==> config.mk <==
export PLATFORM = sky130hd
export DESIGN_NAME = vram_arbiter_flat
export DESIGN_NICKNAME = d
export VERILOG_FILES = /design/src/rtl/vram_arbiter_if.sv /design/src/rtl/vram_arbiter.sv /design/src/flat_wrapper.sv
export SDC_FILE = /design/constraint.sdc
export NUM_CORES = 1
export LEC_CHECK = 0
export ABC_AREA = 1
export BUFFER_PORTS_ARGS = -buffer_cell sky130_fd_sc_hd__buf_2
export CORE_ASPECT_RATIO = 0.8
export CORE_MARGIN = 2
export CORE_UTILIZATION = 30
export CTS_CLUSTER_DIAMETER = 100
export DETAILED_ROUTE_END_ITERATION = 8
export PLACE_DENSITY = 0.59
export SETUP_SLACK_MARGIN = 0.15
export SYNTH_ARGS = -nofsm -noshare
export SYNTH_HDL_FRONTEND = slang
export SYNTH_SLANG_ARGS = --single-unit
==> constraint.sdc <==
create_clock -name CLK_25MHZ -period 1.85 [get_ports CLK_25MHZ]
set_input_delay 0.555 -clock CLK_25MHZ [delete_from_list [all_inputs] [get_ports CLK_25MHZ]]
set_output_delay 0.555 -clock CLK_25MHZ [all_outputs]
set_load 0.1 [all_outputs]
==> src/rtl/vram_arbiter_if.sv <==
// Bus bundle between the video fetcher, the 8080 CPU port, the video RAM and the arbiter.
// The arbiter takes the slave view; requesters and the RAM take the master view.
interface vram_arbiter_if #(
    parameter int ADDR_W = 13,
    parameter int DATA_W = 8
);
    logic              VID_REQ;
    logic [ADDR_W-1:0] VID_ADDR;
    logic              VID_GNT;
    logic              VID_VALID;
    logic [DATA_W-1:0] VID_DATA;

    logic              CPU_REQ;
    logic              CPU_WE;
    logic [ADDR_W-1:0] CPU_ADDR;
    logic [DATA_W-1:0] CPU_WDATA;
    logic              CPU_GNT;
    logic              CPU_VALID;
    logic [DATA_W-1:0] CPU_RDATA;

    logic [ADDR_W-1:0] RAM_ADDR;
    logic              RAM_WE;
    logic [DATA_W-1:0] RAM_WDATA;
    logic [DATA_W-1:0] RAM_RDATA;

    logic              VID_LATE;
    logic [7:0]        VID_LATE_CNT;

    modport slave (
        input  VID_REQ, VID_ADDR, CPU_REQ, CPU_WE, CPU_ADDR, CPU_WDATA, RAM_RDATA,
        output VID_GNT, VID_VALID, VID_DATA, CPU_GNT, CPU_VALID, CPU_RDATA,
               RAM_ADDR, RAM_WE, RAM_WDATA, VID_LATE, VID_LATE_CNT
    );

    modport master (
        output VID_REQ, VID_ADDR, CPU_REQ, CPU_WE, CPU_ADDR, CPU_WDATA, RAM_RDATA,
        input  VID_GNT, VID_VALID, VID_DATA, CPU_GNT, CPU_VALID, CPU_RDATA,
               RAM_ADDR, RAM_WE, RAM_WDATA, VID_LATE, VID_LATE_CNT
    );
endinterface

==> src/rtl/vram_arbiter.sv <==
// Video-priority arbiter for the single-port Space Invaders video RAM, with a bounded CPU
// wait, a fixed 3-edge response pipeline and a saturating count of delayed video fetches.
module vram_arbiter #(
    parameter int ADDR_W       = 13,
    parameter int DATA_W       = 8,
    parameter int CPU_MAX_WAIT = 4
) (
    input  logic          CLK_25MHZ,
    input  logic          RESET_N,
    vram_arbiter_if.slave bus
);
    localparam logic [3:0] MAX_WAIT = 4'(CPU_MAX_WAIT);
    localparam logic       PORT_VID = 1'b0;
    localparam logic       PORT_CPU = 1'b1;

    typedef struct packed {
        logic valid;
        logic port;
        logic we;
    } tag_t;

    logic [3:0]        starve_q, starve_d;
    logic              late_q, late_d;
    logic [7:0]        late_cnt_q, late_cnt_d;
    logic [ADDR_W-1:0] ram_addr_q, ram_addr_d;
    logic              ram_we_q, ram_we_d;
    logic [DATA_W-1:0] ram_wdata_q, ram_wdata_d;
    tag_t              tag1_q, tag1_d, tag2_q;
    logic              vid_valid_q, vid_valid_d;
    logic              cpu_valid_q, cpu_valid_d;
    logic [DATA_W-1:0] vid_data_q, vid_data_d;
    logic [DATA_W-1:0] cpu_rdata_q, cpu_rdata_d;
    logic              starved_s, cpu_gnt_s, vid_gnt_s;

    // Grant decode: only REQ and registered starve state feed the grants; reset blocks both.
    always_comb begin
        starved_s = (starve_q == MAX_WAIT);
        cpu_gnt_s = RESET_N & bus.CPU_REQ & (starved_s | ~bus.VID_REQ);
        vid_gnt_s = RESET_N & bus.VID_REQ & ~cpu_gnt_s;
    end

    // Next-state logic for starve tracking, RAM command, tag pipeline and responses.
    always_comb begin
        if (!bus.CPU_REQ || cpu_gnt_s) begin
            starve_d = 4'd0;
        end else if (starve_q < MAX_WAIT) begin
            starve_d = starve_q + 4'd1;
        end else begin
            starve_d = starve_q;
        end

        late_d = bus.VID_REQ & cpu_gnt_s & starved_s;
        if (late_q && (late_cnt_q != 8'hFF)) begin
            late_cnt_d = late_cnt_q + 8'd1;
        end else begin
            late_cnt_d = late_cnt_q;
        end

        // Idle cycles keep address and write data, only the write strobe drops.
        ram_addr_d  = ram_addr_q;
        ram_wdata_d = ram_wdata_q;
        ram_we_d    = 1'b0;
        tag1_d      = '0;
        if (cpu_gnt_s) begin
            ram_addr_d = bus.CPU_ADDR;
            ram_we_d   = bus.CPU_WE;
            if (bus.CPU_WE) begin
                ram_wdata_d = bus.CPU_WDATA;
            end else begin
                ram_wdata_d = ram_wdata_q;
            end
            tag1_d = {1'b1, PORT_CPU, bus.CPU_WE};
        end else if (vid_gnt_s) begin
            ram_addr_d = bus.VID_ADDR;
            tag1_d     = {1'b1, PORT_VID, 1'b0};
        end else begin
            tag1_d = '0;
        end

        vid_valid_d = tag2_q.valid & (tag2_q.port == PORT_VID);
        cpu_valid_d = tag2_q.valid & (tag2_q.port == PORT_CPU);
        if (vid_valid_d) begin
            vid_data_d = bus.RAM_RDATA;
        end else begin
            vid_data_d = vid_data_q;
        end
        if (cpu_valid_d && !tag2_q.we) begin
            cpu_rdata_d = bus.RAM_RDATA;
        end else begin
            cpu_rdata_d = cpu_rdata_q;
        end
    end

    // State registers; reset also kills any in-flight tags so they never return VALID.
    always_ff @(posedge CLK_25MHZ or negedge RESET_N) begin
        if (!RESET_N) begin
            starve_q    <= 4'd0;
            late_q      <= 1'b0;
            late_cnt_q  <= 8'd0;
            ram_addr_q  <= '0;
            ram_we_q    <= 1'b0;
            ram_wdata_q <= '0;
            tag1_q      <= '0;
            tag2_q      <= '0;
            vid_valid_q <= 1'b0;
            cpu_valid_q <= 1'b0;
            vid_data_q  <= '0;
            cpu_rdata_q <= '0;
        end else begin
            starve_q    <= starve_d;
            late_q      <= late_d;
            late_cnt_q  <= late_cnt_d;
            ram_addr_q  <= ram_addr_d;
            ram_we_q    <= ram_we_d;
            ram_wdata_q <= ram_wdata_d;
            tag1_q      <= tag1_d;
            tag2_q      <= tag1_q;
            vid_valid_q <= vid_valid_d;
            cpu_valid_q <= cpu_valid_d;
            vid_data_q  <= vid_data_d;
            cpu_rdata_q <= cpu_rdata_d;
        end
    end

    assign bus.VID_GNT      = vid_gnt_s;
    assign bus.CPU_GNT      = cpu_gnt_s;
    assign bus.VID_VALID    = vid_valid_q;
    assign bus.VID_DATA     = vid_data_q;
    assign bus.CPU_VALID    = cpu_valid_q;
    assign bus.CPU_RDATA    = cpu_rdata_q;
    assign bus.RAM_ADDR     = ram_addr_q;
    assign bus.RAM_WE       = ram_we_q;
    assign bus.RAM_WDATA    = ram_wdata_q;
    assign bus.VID_LATE     = late_q;
    assign bus.VID_LATE_CNT = late_cnt_q;
endmodule

==> src/flat_wrapper.sv <==
// flat-port wrapper written by rule: the top's interface ports become plain ports
module vram_arbiter_flat 
#(
    parameter int ADDR_W       = 13,
    parameter int DATA_W       = 8,
    parameter int CPU_MAX_WAIT = 4
)
  (CLK_25MHZ, RESET_N, bus_VID_REQ, bus_VID_ADDR, bus_CPU_REQ, bus_CPU_WE, bus_CPU_ADDR, bus_CPU_WDATA, bus_RAM_RDATA, bus_VID_GNT, bus_VID_VALID, bus_VID_DATA, bus_CPU_GNT, bus_CPU_VALID, bus_CPU_RDATA, bus_RAM_ADDR, bus_RAM_WE, bus_RAM_WDATA, bus_VID_LATE, bus_VID_LATE_CNT);
  vram_arbiter_if #(.ADDR_W(ADDR_W), .DATA_W(DATA_W)) bus_i ();
  input  logic CLK_25MHZ;
  input  logic RESET_N;
  input wire logic [$bits(bus_i.VID_REQ)-1:0] bus_VID_REQ;
  input wire logic [$bits(bus_i.VID_ADDR)-1:0] bus_VID_ADDR;
  input wire logic [$bits(bus_i.CPU_REQ)-1:0] bus_CPU_REQ;
  input wire logic [$bits(bus_i.CPU_WE)-1:0] bus_CPU_WE;
  input wire logic [$bits(bus_i.CPU_ADDR)-1:0] bus_CPU_ADDR;
  input wire logic [$bits(bus_i.CPU_WDATA)-1:0] bus_CPU_WDATA;
  input wire logic [$bits(bus_i.RAM_RDATA)-1:0] bus_RAM_RDATA;
  output wire logic [$bits(bus_i.VID_GNT)-1:0] bus_VID_GNT;
  output wire logic [$bits(bus_i.VID_VALID)-1:0] bus_VID_VALID;
  output wire logic [$bits(bus_i.VID_DATA)-1:0] bus_VID_DATA;
  output wire logic [$bits(bus_i.CPU_GNT)-1:0] bus_CPU_GNT;
  output wire logic [$bits(bus_i.CPU_VALID)-1:0] bus_CPU_VALID;
  output wire logic [$bits(bus_i.CPU_RDATA)-1:0] bus_CPU_RDATA;
  output wire logic [$bits(bus_i.RAM_ADDR)-1:0] bus_RAM_ADDR;
  output wire logic [$bits(bus_i.RAM_WE)-1:0] bus_RAM_WE;
  output wire logic [$bits(bus_i.RAM_WDATA)-1:0] bus_RAM_WDATA;
  output wire logic [$bits(bus_i.VID_LATE)-1:0] bus_VID_LATE;
  output wire logic [$bits(bus_i.VID_LATE_CNT)-1:0] bus_VID_LATE_CNT;
  assign bus_i.VID_REQ = bus_VID_REQ;
  assign bus_i.VID_ADDR = bus_VID_ADDR;
  assign bus_i.CPU_REQ = bus_CPU_REQ;
  assign bus_i.CPU_WE = bus_CPU_WE;
  assign bus_i.CPU_ADDR = bus_CPU_ADDR;
  assign bus_i.CPU_WDATA = bus_CPU_WDATA;
  assign bus_i.RAM_RDATA = bus_RAM_RDATA;
  assign bus_VID_GNT = bus_i.VID_GNT;
  assign bus_VID_VALID = bus_i.VID_VALID;
  assign bus_VID_DATA = bus_i.VID_DATA;
  assign bus_CPU_GNT = bus_i.CPU_GNT;
  assign bus_CPU_VALID = bus_i.CPU_VALID;
  assign bus_CPU_RDATA = bus_i.CPU_RDATA;
  assign bus_RAM_ADDR = bus_i.RAM_ADDR;
  assign bus_RAM_WE = bus_i.RAM_WE;
  assign bus_RAM_WDATA = bus_i.RAM_WDATA;
  assign bus_VID_LATE = bus_i.VID_LATE;
  assign bus_VID_LATE_CNT = bus_i.VID_LATE_CNT;
  vram_arbiter #(.ADDR_W(ADDR_W), .DATA_W(DATA_W), .CPU_MAX_WAIT(CPU_MAX_WAIT)) u_core (.CLK_25MHZ(CLK_25MHZ), .RESET_N(RESET_N), .bus(bus_i));
endmodule
# Word-level counts from Yosys, hierarchy flattened
# Cells that the tools add are included.
# W data, S select, Z words.
[totals]
word_cells = 48
input_bits = 47
ff_bits = 59
[classes]
add_sub_neg = 2
n_lt_le_gt_ge = 1
n_eq_ne = 2
muxes = 7
reduce_logical = 8
bitwise = 12
[op_table]
columns = ["operator", "count"]
rows = [
  ["$mux W13", 2],
  ["$add A8 B1 Y8 const B", 1],
  ["$and A1 B1 Y1", 8],
  ["$mux W4", 2],
  ["$ne A8 B8 Y1 const B", 1],
  ["$mux W3", 2],
  ["$add A4 B1 Y4 const B", 1],
  ["$eq A4 B3 Y1 const B", 1],
  ["$lt A4 B3 Y1 const B", 1],
  ["$reduce_bool A2 Y1", 2],
  ["$not A1 Y1", 3],
  ["$logic_and A1 B1 Y1", 2],
  ["$logic_not A1 Y1", 2],
  ["$reduce_and A2 Y1", 1],
  ["$logic_or A1 B1 Y1", 1],
  ["$mux W1", 1],
  ["$or A1 B1 Y1", 1],
]

# Depth between registers and ports, before layout
# Gate-level depths: netlist of the first run.
[depth]
depth_word = 7
depth_mapped = 9

# Least setup slack after synthesis of the first run
# OpenSTA, ideal clock, no wires.
[synth_path]
path_kind = "register to output"
start = "register u_core.starve_q[0]"
end = "output port bus_VID_GNT"
arrival_time_ns = 2.433
path_slack_ns = -1.138
required_ns = 1.295
stages_incl_launch_ff = 8
path_buffers = 0
path_cell_list = "dfrtp_1 inv_1 ha_1 nand3_1 nand2_2 nand2_4 inv_2 nor2_1"
[synth_between]
elab_chain_cells = 5
[synth_rtl]
columns = ["item", "line", "text"]
rows = [
  ["start: declaration", "vram_arbiter.sv:22", "logic [3:0] starve_q, starve_d;"],
  ["start signal: assignment", "vram_arbiter.sv:110", "starve_q <= starve_d;"],
  ["$eq A4 B3 Y1", "vram_arbiter.sv:37", "starved_s = (starve_q == MAX_WAIT);"],
  ["$or A1 B1 Y1", "vram_arbiter.sv:38", "cpu_gnt_s = RESET_N & bus.CPU_REQ & (starved_s | ~bus.VID_REQ);"],
  ["$and A1 B1 Y1", "vram_arbiter.sv:38", ""],
  ["via bus_CPU_GNT", "flat_wrapper.sv:22", "output wire logic [$bits(bus_i.CPU_GNT)-1:0] bus_CPU_GNT;"],
  ["$not A1 Y1", "vram_arbiter.sv:39", "vid_gnt_s = RESET_N & bus.VID_REQ & ~cpu_gnt_s;"],
  ["$and A1 B1 Y1", "vram_arbiter.sv:39", ""],
  ["end: declaration", "flat_wrapper.sv:19", "output wire logic [$bits(bus_i.VID_GNT)-1:0] bus_VID_GNT;"],
]
# The timed path passes the listed nets, and every way through them passes these cells.

# Worst setup path in the final report of the first run
[layout_path]
start = "register u_core.starve_q[0]"
end = "output port bus_VID_GNT"
[layout_between]
elab_chain_cells = 5
[layout_rtl]
columns = ["item", "line"]
rows = [
  ["$eq A4 B3 Y1", "vram_arbiter.sv:37"],
  ["$or A1 B1 Y1", "vram_arbiter.sv:38"],
  ["$and A1 B1 Y1", "vram_arbiter.sv:38"],
  ["$not A1 Y1", "vram_arbiter.sv:39"],
  ["$and A1 B1 Y1", "vram_arbiter.sv:39"],
]
# Every way passes these cells.

==> impl_metrics.py, run 1 <==
metrics = {
    "worst_setup_path": {
        "worstSetupEndpointType": "output port",
        "worstSetupPathType": "register to output port",
        "worstPathArrival_ns": 1.45,
        "rr_worst_depth": 9,
        "worstPathMaxFanout": 3,
        "required_ns": 1.29,
        "start_kind": "register",
    },
    "yosys": {
        "yosys_warnings": 0,
        "synth_edf_count": 0,
        "syn_area_per_cell_um2": 8.513,
        "synth.area.top_cells": "dfrtp_1 (56%), nand2_1 (14%), nand3_1 (8.8%)",
        "synth-seq-cells": 58,
        "netlist_top_cells_count": "nand2_1 (94), dfrtp_1 (58), nand3_1 (46)",
        "yosys.area.top_type": "dfrtp_1",
        "synth_ff_type": "dfrtp_1",
        "yosysSeqAreaShare_pct": 55.72,
        "yosys.cell_count.top_type": "nand2_1",
        "synth_area_mm2": 0.002605,
        "synth.top_cell.area_share_pct": 55.72,
        "ys_async_sr_fraction_pct": 100.0,
        "synth_cell_types": 22,
        "syn_inst": 306,
        "syn-num-nets": 356,
    },
    "detailed_routing": {
        "wl_per_cell_um": 11.43,
        "drc": 0,
        "vias": 2317,
        "wirelength_mm": 6.136,
        "viasPerCell": 4.315,
        "ant_nets": 0,
        "firstDrtPassIters": 4,
        "drtIter0Drc": 102,
    },
    "clocking": {
        "clock_latency_ns": 0.33,
        "cts_root_buffer": "clkbuf_8",
        "cts_tree": "yes",
        "cts_made_buffers": 9,
        "cts_htree_levels": 3,
        "hold_buffers": 0,
        "clockBufferDepth": 2,
        "clk_pin_slew_ns": 0.06,
        "cts_sinks": 58,
    },
    "power_and_ir_drop": {
        "p_total_mw": 4.731,
        "power_density_mw_per_mm2": 1269,
        "power_leakage_nw": 2.055,
        "ir_drop_uv": 565.0,
    },
    "floorplanning": {
        "core_area_mm2": 0.008446,
        "floorplan.initialDensity_pct": 30.84,
        "die_h_um": 87.35,
        "die_w_um": 108.2,
        "dieArea_mm2": 0.009449,
        "pin_count": 98,
        "std_cell_rows": 30,
    },
    "timing": {
        "finalCritPeriodShare_pct": 108.3,
        "rsz0062_at_grt": "true",
        "fin_ws_ns": -0.1530,
        "hold_viol": 0,
        "min_period_ns": 2.003,
        "fin_setup_tns_ns": -0.2443,
        "finalSetupViolCount": 2,
        "skew_ns": 0.009611,
        "timing.hold.ws_ns": 0.2886,
        "worst_slew_pin_slew_ns": 0.6812,
        "maxSlewHeadroom_pct": 54.59,
        "drv_slew": 0,
        "fmax_mhz": 499.2,
    },
    "placement": {
        "dp_hpwl_mm": 4.429,
        "place_congestion": 0.8109,
        "pre_cts_ws_ns": 0.03072,
        "io_buffers": 97,
    },
    "grt": {
        "grt_max_degree": 41,
        "grt_antenna_before_repair": 0,
        "grt_overflow": 0,
        "grt_pass1_vias": 2206,
        "grt_pass1_wl_mm": 10.12,
        "grt_usage_pct": 13.93,
    },
    "cells_and_area": {
        "area_growth_pct": 43.13,
        "diodes": 0,
        "fillers": 875,
        "drive_above_1_share_pct": 36.94,
        "final_nets": 470,
    },
    "run": {
        "cap_violations": 0,
    },
    "outcome": {
        "violations": "setup timing",
        "status": "complete, but fails checks",
    },
    "worst_hold_path": {
        "holdCritPathClass": "input port to async pin",
    },
}
-- per-layer routing --
layer | vias to the layer above | global-route usage, % | share of wire, %
li1 | 1168 | - | -
met1 | 1051 | 17.16 | 45
met2 | 87 | 22.76 | 46
met3 | 11 | 5.161 | 7.5
met4 | 0 | 4.545 | 1.1
met5 | - | 0 | 0
-- sequential cells by signal, indices dropped and copies added, names as in the netlist --
| register | cells |
|---|---|
| u_core.bus.VID_VALID | 1 |
| u_core.tag2_q | 3 |
| u_core.bus.CPU_VALID | 1 |
| u_core.bus.RAM_WE | 1 |
| u_core.bus.VID_LATE_CNT | 8 |
| u_core.tag1_q | 2 |
| u_core.bus.RAM_WDATA | 8 |
| u_core.bus.CPU_RDATA | 8 |
| u_core.bus.RAM_ADDR | 13 |
| u_core.bus.VID_DATA | 8 |
| u_core.bus.VID_LATE | 1 |
| u_core.starve_q | 4 |
-- layout make-up --
cell class | instances | area (um2) | area share, %
timing repair buffer | 112 | 734.5 | 19.70
multi-input combinational | 190 | 968.4 | 25.97
inverter | 49 | 202.7 | 5.436
clock buffer | 11 | 141.4 | 3.792
clock inverter | 5 | 77.57 | 2.081
sequential | 58 | 1464 | 39.26
tap | 112 | 140.1 | 3.758
-- cell families (layout without fill, tap and decap cells) --
logic type                 count (synthesis)  count (layout)  synth area share [%]
adders and majority gates                  3               3                 1.441
DFF                                       58              58                 55.72
xor gates and xnor gates                   5               5                 1.681
buffers and inverters                     58             177                 9.077
AOI/OAI and AO/OA                         20              20                 4.995
and+or+nand+nor                          162             162                 27.09
-- layout by cell type, fill, tap and decap left out, drive strengths merged, types with 2 or more instances in the layout --
master,n
nand2,100
buf,83
dfrtp,58
inv,49
nand3,46
clkbuf,40
o21ai,18
nor2,13
xor2,3
ha,3
xnor2,2
a21oi,2
bufinv,2
clkinv,2
-- worst max-delay path: stages, from the launching register on --
cell	delay (ns)
dfrtp_1	0.36
inv_2	0.06
ha_4	0.16
nand3_4	0.06
nand2_4	0.07
nand2_8	0.09
inv_16	0.04
nor2_4	0.11
buf_12	0.18
-- metrics by stage --
stage	instance area (um2)	util, %	cells
floorplan	2688	-	306
global placement	3358	39.76	515
detailed placement	3358	39.76	515
CTS	3637	43.07	535
global route	3729	44.15	537
finish	3729	44.15	537
-- final timing paths --
path | startpoint | to | slack (ns)
max | u_core.starve_q[0]$_DFFE_PN0P_ | bus_VID_GNT | -0.15
min | RESET_N | u_core.bus.RAM_ADDR[0]$_DFFE_PN0P_ | 0.29
max reg2reg | u_core.starve_q[1]$_DFFE_PN0P_ | u_core.bus.RAM_WDATA[6]$_DFFE_PN0P_ | 0.37
min reg2reg | u_core.tag1_q[1]$_DFF_PN0_ | u_core.tag2_q[1]$_DFF_PN0_ | 0.35
max in group asynchronous | RESET_N | u_core.bus.VID_LATE_CNT[1]$_DFFE_PN0P_ | 1.08
min in group CLK_25MHZ | u_core.tag1_q[1]$_DFF_PN0_ | u_core.tag2_q[1]$_DFF_PN0_ | 0.35
-- where the power goes --
part,total (mW),internal (mW),switching [mW]
clock,1.29,0.791,0.496
combinational,1.90,0.373,1.52
sequential,1.55,1.45,0.101
total,4.73,2.61,2.12
-- timing repair --
item / 4_1_cts / 5_1_grt
pin swaps: 3 / 0
setup buffers: 4 / 2
gates resized for setup: 12 / 30
endpoints found under the setup margin: 14 / 32
gates cloned: 0 / 0
Note: power is estimated with default switching activity, not from simulation.
==> inputs of run 2 (changes only) <==
PLACE_DENSITY = 0.63   (was 0.59)
clock period = 2.1 ns   (was 1.85 ns; I/O delays follow)
==> run 2 against run 1 <==
Effect of this change: the flow still finishes with violations (setup timing); core utilization down 0.34 points; sequential share of layout area about the same; critical path depth unchanged; combinational power down 14%; routed wire length up 4.6%; register-to-register slack worse by 0.37 ns; flip-flop and latch count unchanged; worst setup slack better by 0.14 ns; via count up 2.0%; largest power group unchanged; highest routed layer unchanged.
==> impl_metrics.py, run 2 (synthesized netlist as in run 1, its figures left out) <==
metrics = {
    "timing": {
        "finalSetupViolCount": 2,
        "skew_ns": 0.009172,
        "fmax_mhz": 472.2,
        "fin_ws_ns": -0.01765,
        "rsz0062_at_grt": "true",
        "drv_slew": 0,
        "fin_setup_tns_ns": -0.02148,
        "timing.hold.ws_ns": 0.3451,
        "maxSlewHeadroom_pct": 54.57,
        "hold_viol": 0,
        "min_period_ns": 2.118,
        "worst_slew_pin_slew_ns": 0.6815,
        "finalCritPeriodShare_pct": 100.8,
    },
    "worst_hold_path": {
        "min_path_cells": 0,
        "holdCritPathClass": "register to register",
        "min_from": "u_core.tag1_q[1]$_DFF_PN0_",
        "hold_end": "u_core.tag2_q[1]$_DFF_PN0_",
    },
    "clocking": {
        "cts_tree": "yes",
        "clockBufferDepth": 2,
        "clk_pin_slew_ns": 0.07,
        "cts_root_buffer": "clkbuf_8",
        "cts_sinks": 58,
        "clock_latency_ns": 0.32,
        "cts_htree_levels": 3,
        "cts_made_buffers": 9,
    },
    "grt": {
        "grt_max_degree": 43,
        "grt_pass1_vias": 2190,
        "grt_pass1_wl_mm": 10.47,
        "grt_usage_pct": 14.29,
        "grt_overflow": 0,
        "grt_antenna_before_repair": 0,
    },
    "power_and_ir_drop": {
        "p_total_mw": 3.927,
        "pwr-share-comb_pct": 41.5,
        "pwr-share-clk_pct": 23.8,
        "switching_share_pct": 47.14,
        "ir_drop_uv": 588.8,
        "power_density_mw_per_mm2": 1061,
        "seq_power_share_pct": 34.7,
        "switchingPower_mw": 1.851,
        "power_leakage_nw": 2.092,
        "p_int_mw": 2.075,
    },
    "cells_and_area": {
        "stdcell_count": 548,
        "final_core_util_pct": 43.81,
        "final_nets": 481,
        "final_common_cell": "buf_2",
        "drive_above_1_share_pct": 37.61,
        "final_cell_mix": "buf_2 (95), nand2_1 (94), dfrtp_1 (56)",
        "diodes": 0,
        "largest_reg_flops": 13,
        "area_growth_pct": 42.03,
    },
    "detailed_routing": {
        "drc": 0,
        "ant_nets": 0,
        "vias": 2364,
        "wirelength_mm": 6.416,
        "firstDrtPassIters": 5,
        "drtIter0Drc": 139,
        "viasPerCell": 4.314,
        "wl_per_cell_um": 11.71,
    },
    "floorplanning": {
        "pin_count": 98,
        "dieArea_mm2": 0.009449,
        "die_w_um": 108.2,
        "floorplan.initialDensity_pct": 30.84,
        "die_h_um": 87.35,
        "core_area_mm2": 0.008446,
        "std_cell_rows": 30,
    },
    "worst_setup_path": {
        "path_depth": 8,
        "worstSetupEndpointType": "output port",
        "crit_buf_inv": 3,
        "critical_path.top_delay_family": "flip-flops",
        "worstPathArrival_ns": 1.49,
        "crit_start": "u_core.starve_q[0]$_DFFE_PN0P_",
        "start_kind": "register",
        "reg2reg_slack_ns": 0,
        "slowest_stage": "dfrtp_1",
        "cpPeakStageDelay_ns": 0.37,
        "timing.rr.end": "u_core.bus.VID_LATE$_DFF_PN0_",
        "worstPathMaxFanout": 3,
        "path_cells": "inv_2 > ha_4 > nand3_4 > nand2_4 > nand2_8 > inv_16 > nor2_4 > buf_12",
        "rr_worst_depth": 15,
        "worstSetupPathType": "register to output port",
        "r2r-start": "u_core.starve_q[0]$_DFFE_PN0P_",
        "required_ns": 1.47,
    },
    "placement": {
        "place_congestion": 0.8356,
        "dp_hpwl_mm": 4.590,
        "dp.cells": 513,
        "io_buffers": 97,
    },
    "run": {
        "cap_violations": 0,
    },
    "outcome": {
        "violations": "setup timing",
        "status": "complete, but fails checks",
    },
}
run 2: cell types whose count changed in the layout (fill, tap and decap cells not counted), sizes merged:
cell,change
buf,+40
bufinv,-2
clkbuf,-26
clkinvlp,-1
run 2: worst register-to-register path, cell delays in order, from the launching register on:
cell     delay (ns)
dfrtp_1        0.40
inv_2          0.09
ha_4           0.13
nand3_4        0.07
buf_4          0.14
buf_6          0.10
buf_4          0.12
buf_6          0.10
buf_4          0.12
buf_4          0.12
buf_4          0.12
buf_4          0.12
buf_4          0.12
buf_6          0.11
buf_6          0.11
nor2_4         0.06
run 2: power by group through the flow:
| stage | Sequential [mW] | Clock [mW] | Combinational [mW] |
|---|---|---|---|
| CTS | 1.36 | 0.975 | 1.62 |
| global placement | 1.38 | 0 | 1.58 |
| detailed placement | 1.38 | 0 | 1.59 |
| global route | 1.38 | 1.03 | 1.71 |
| finish | 1.36 | 0.935 | 1.63 |
| floorplan | 2.42 | 0 | 0.247 |
run 2: how the worst max path moves through the flow:
stage                        endpoint  slack [ns]
final                     bus_VID_GNT       -0.02
after detailed placement  bus_VID_GNT        0.11
after global placement    bus_VID_GNT        0.12
after global routing      bus_VID_GNT       -0.09
after floorplan           bus_VID_GNT        0.04
after CTS                 bus_VID_GNT      -0.009
run 2: routing by layer:
layer	global-route usage, %	wire length, um	up-vias
met4	5.245	51	0
met1	17.91	2891	1098
li1	-	-	1187
met3	4.413	378	4
met2	23.33	3096	75
met5	0	0	-
run 2: stage by stage:
| step | instance area [um2] | worst slack, ns |
|---|---|---|
| after floorplan | 2673 | 0.03516 |
| after global placement | 3327 | 0.1184 |
| after detailed placement | 3327 | 0.1091 |
| after CTS | 3640 | -0.009274 |
| after global routing | 3700 | -0.08591 |
| final | 3700 | -0.01765 |
run 2: area by class of cell:
class	instances	area (um2)
repair buffers	123	733.2
well taps	112	140.1
multi-input cells	190	984.7
clock inverters	2	10.01
fillers	846	4746
flip-flops and latches	58	1454
inverters	49	205.2
clock buffers	14	172.7
run 2: repair_timing:
action,CTS,global route
endpoints found under the hold margin,0,0
buffers inserted,14,5
pin swaps,4,1
hold buffers,0,0
setup endpoints to repair,2,3
resized for setup,6,5
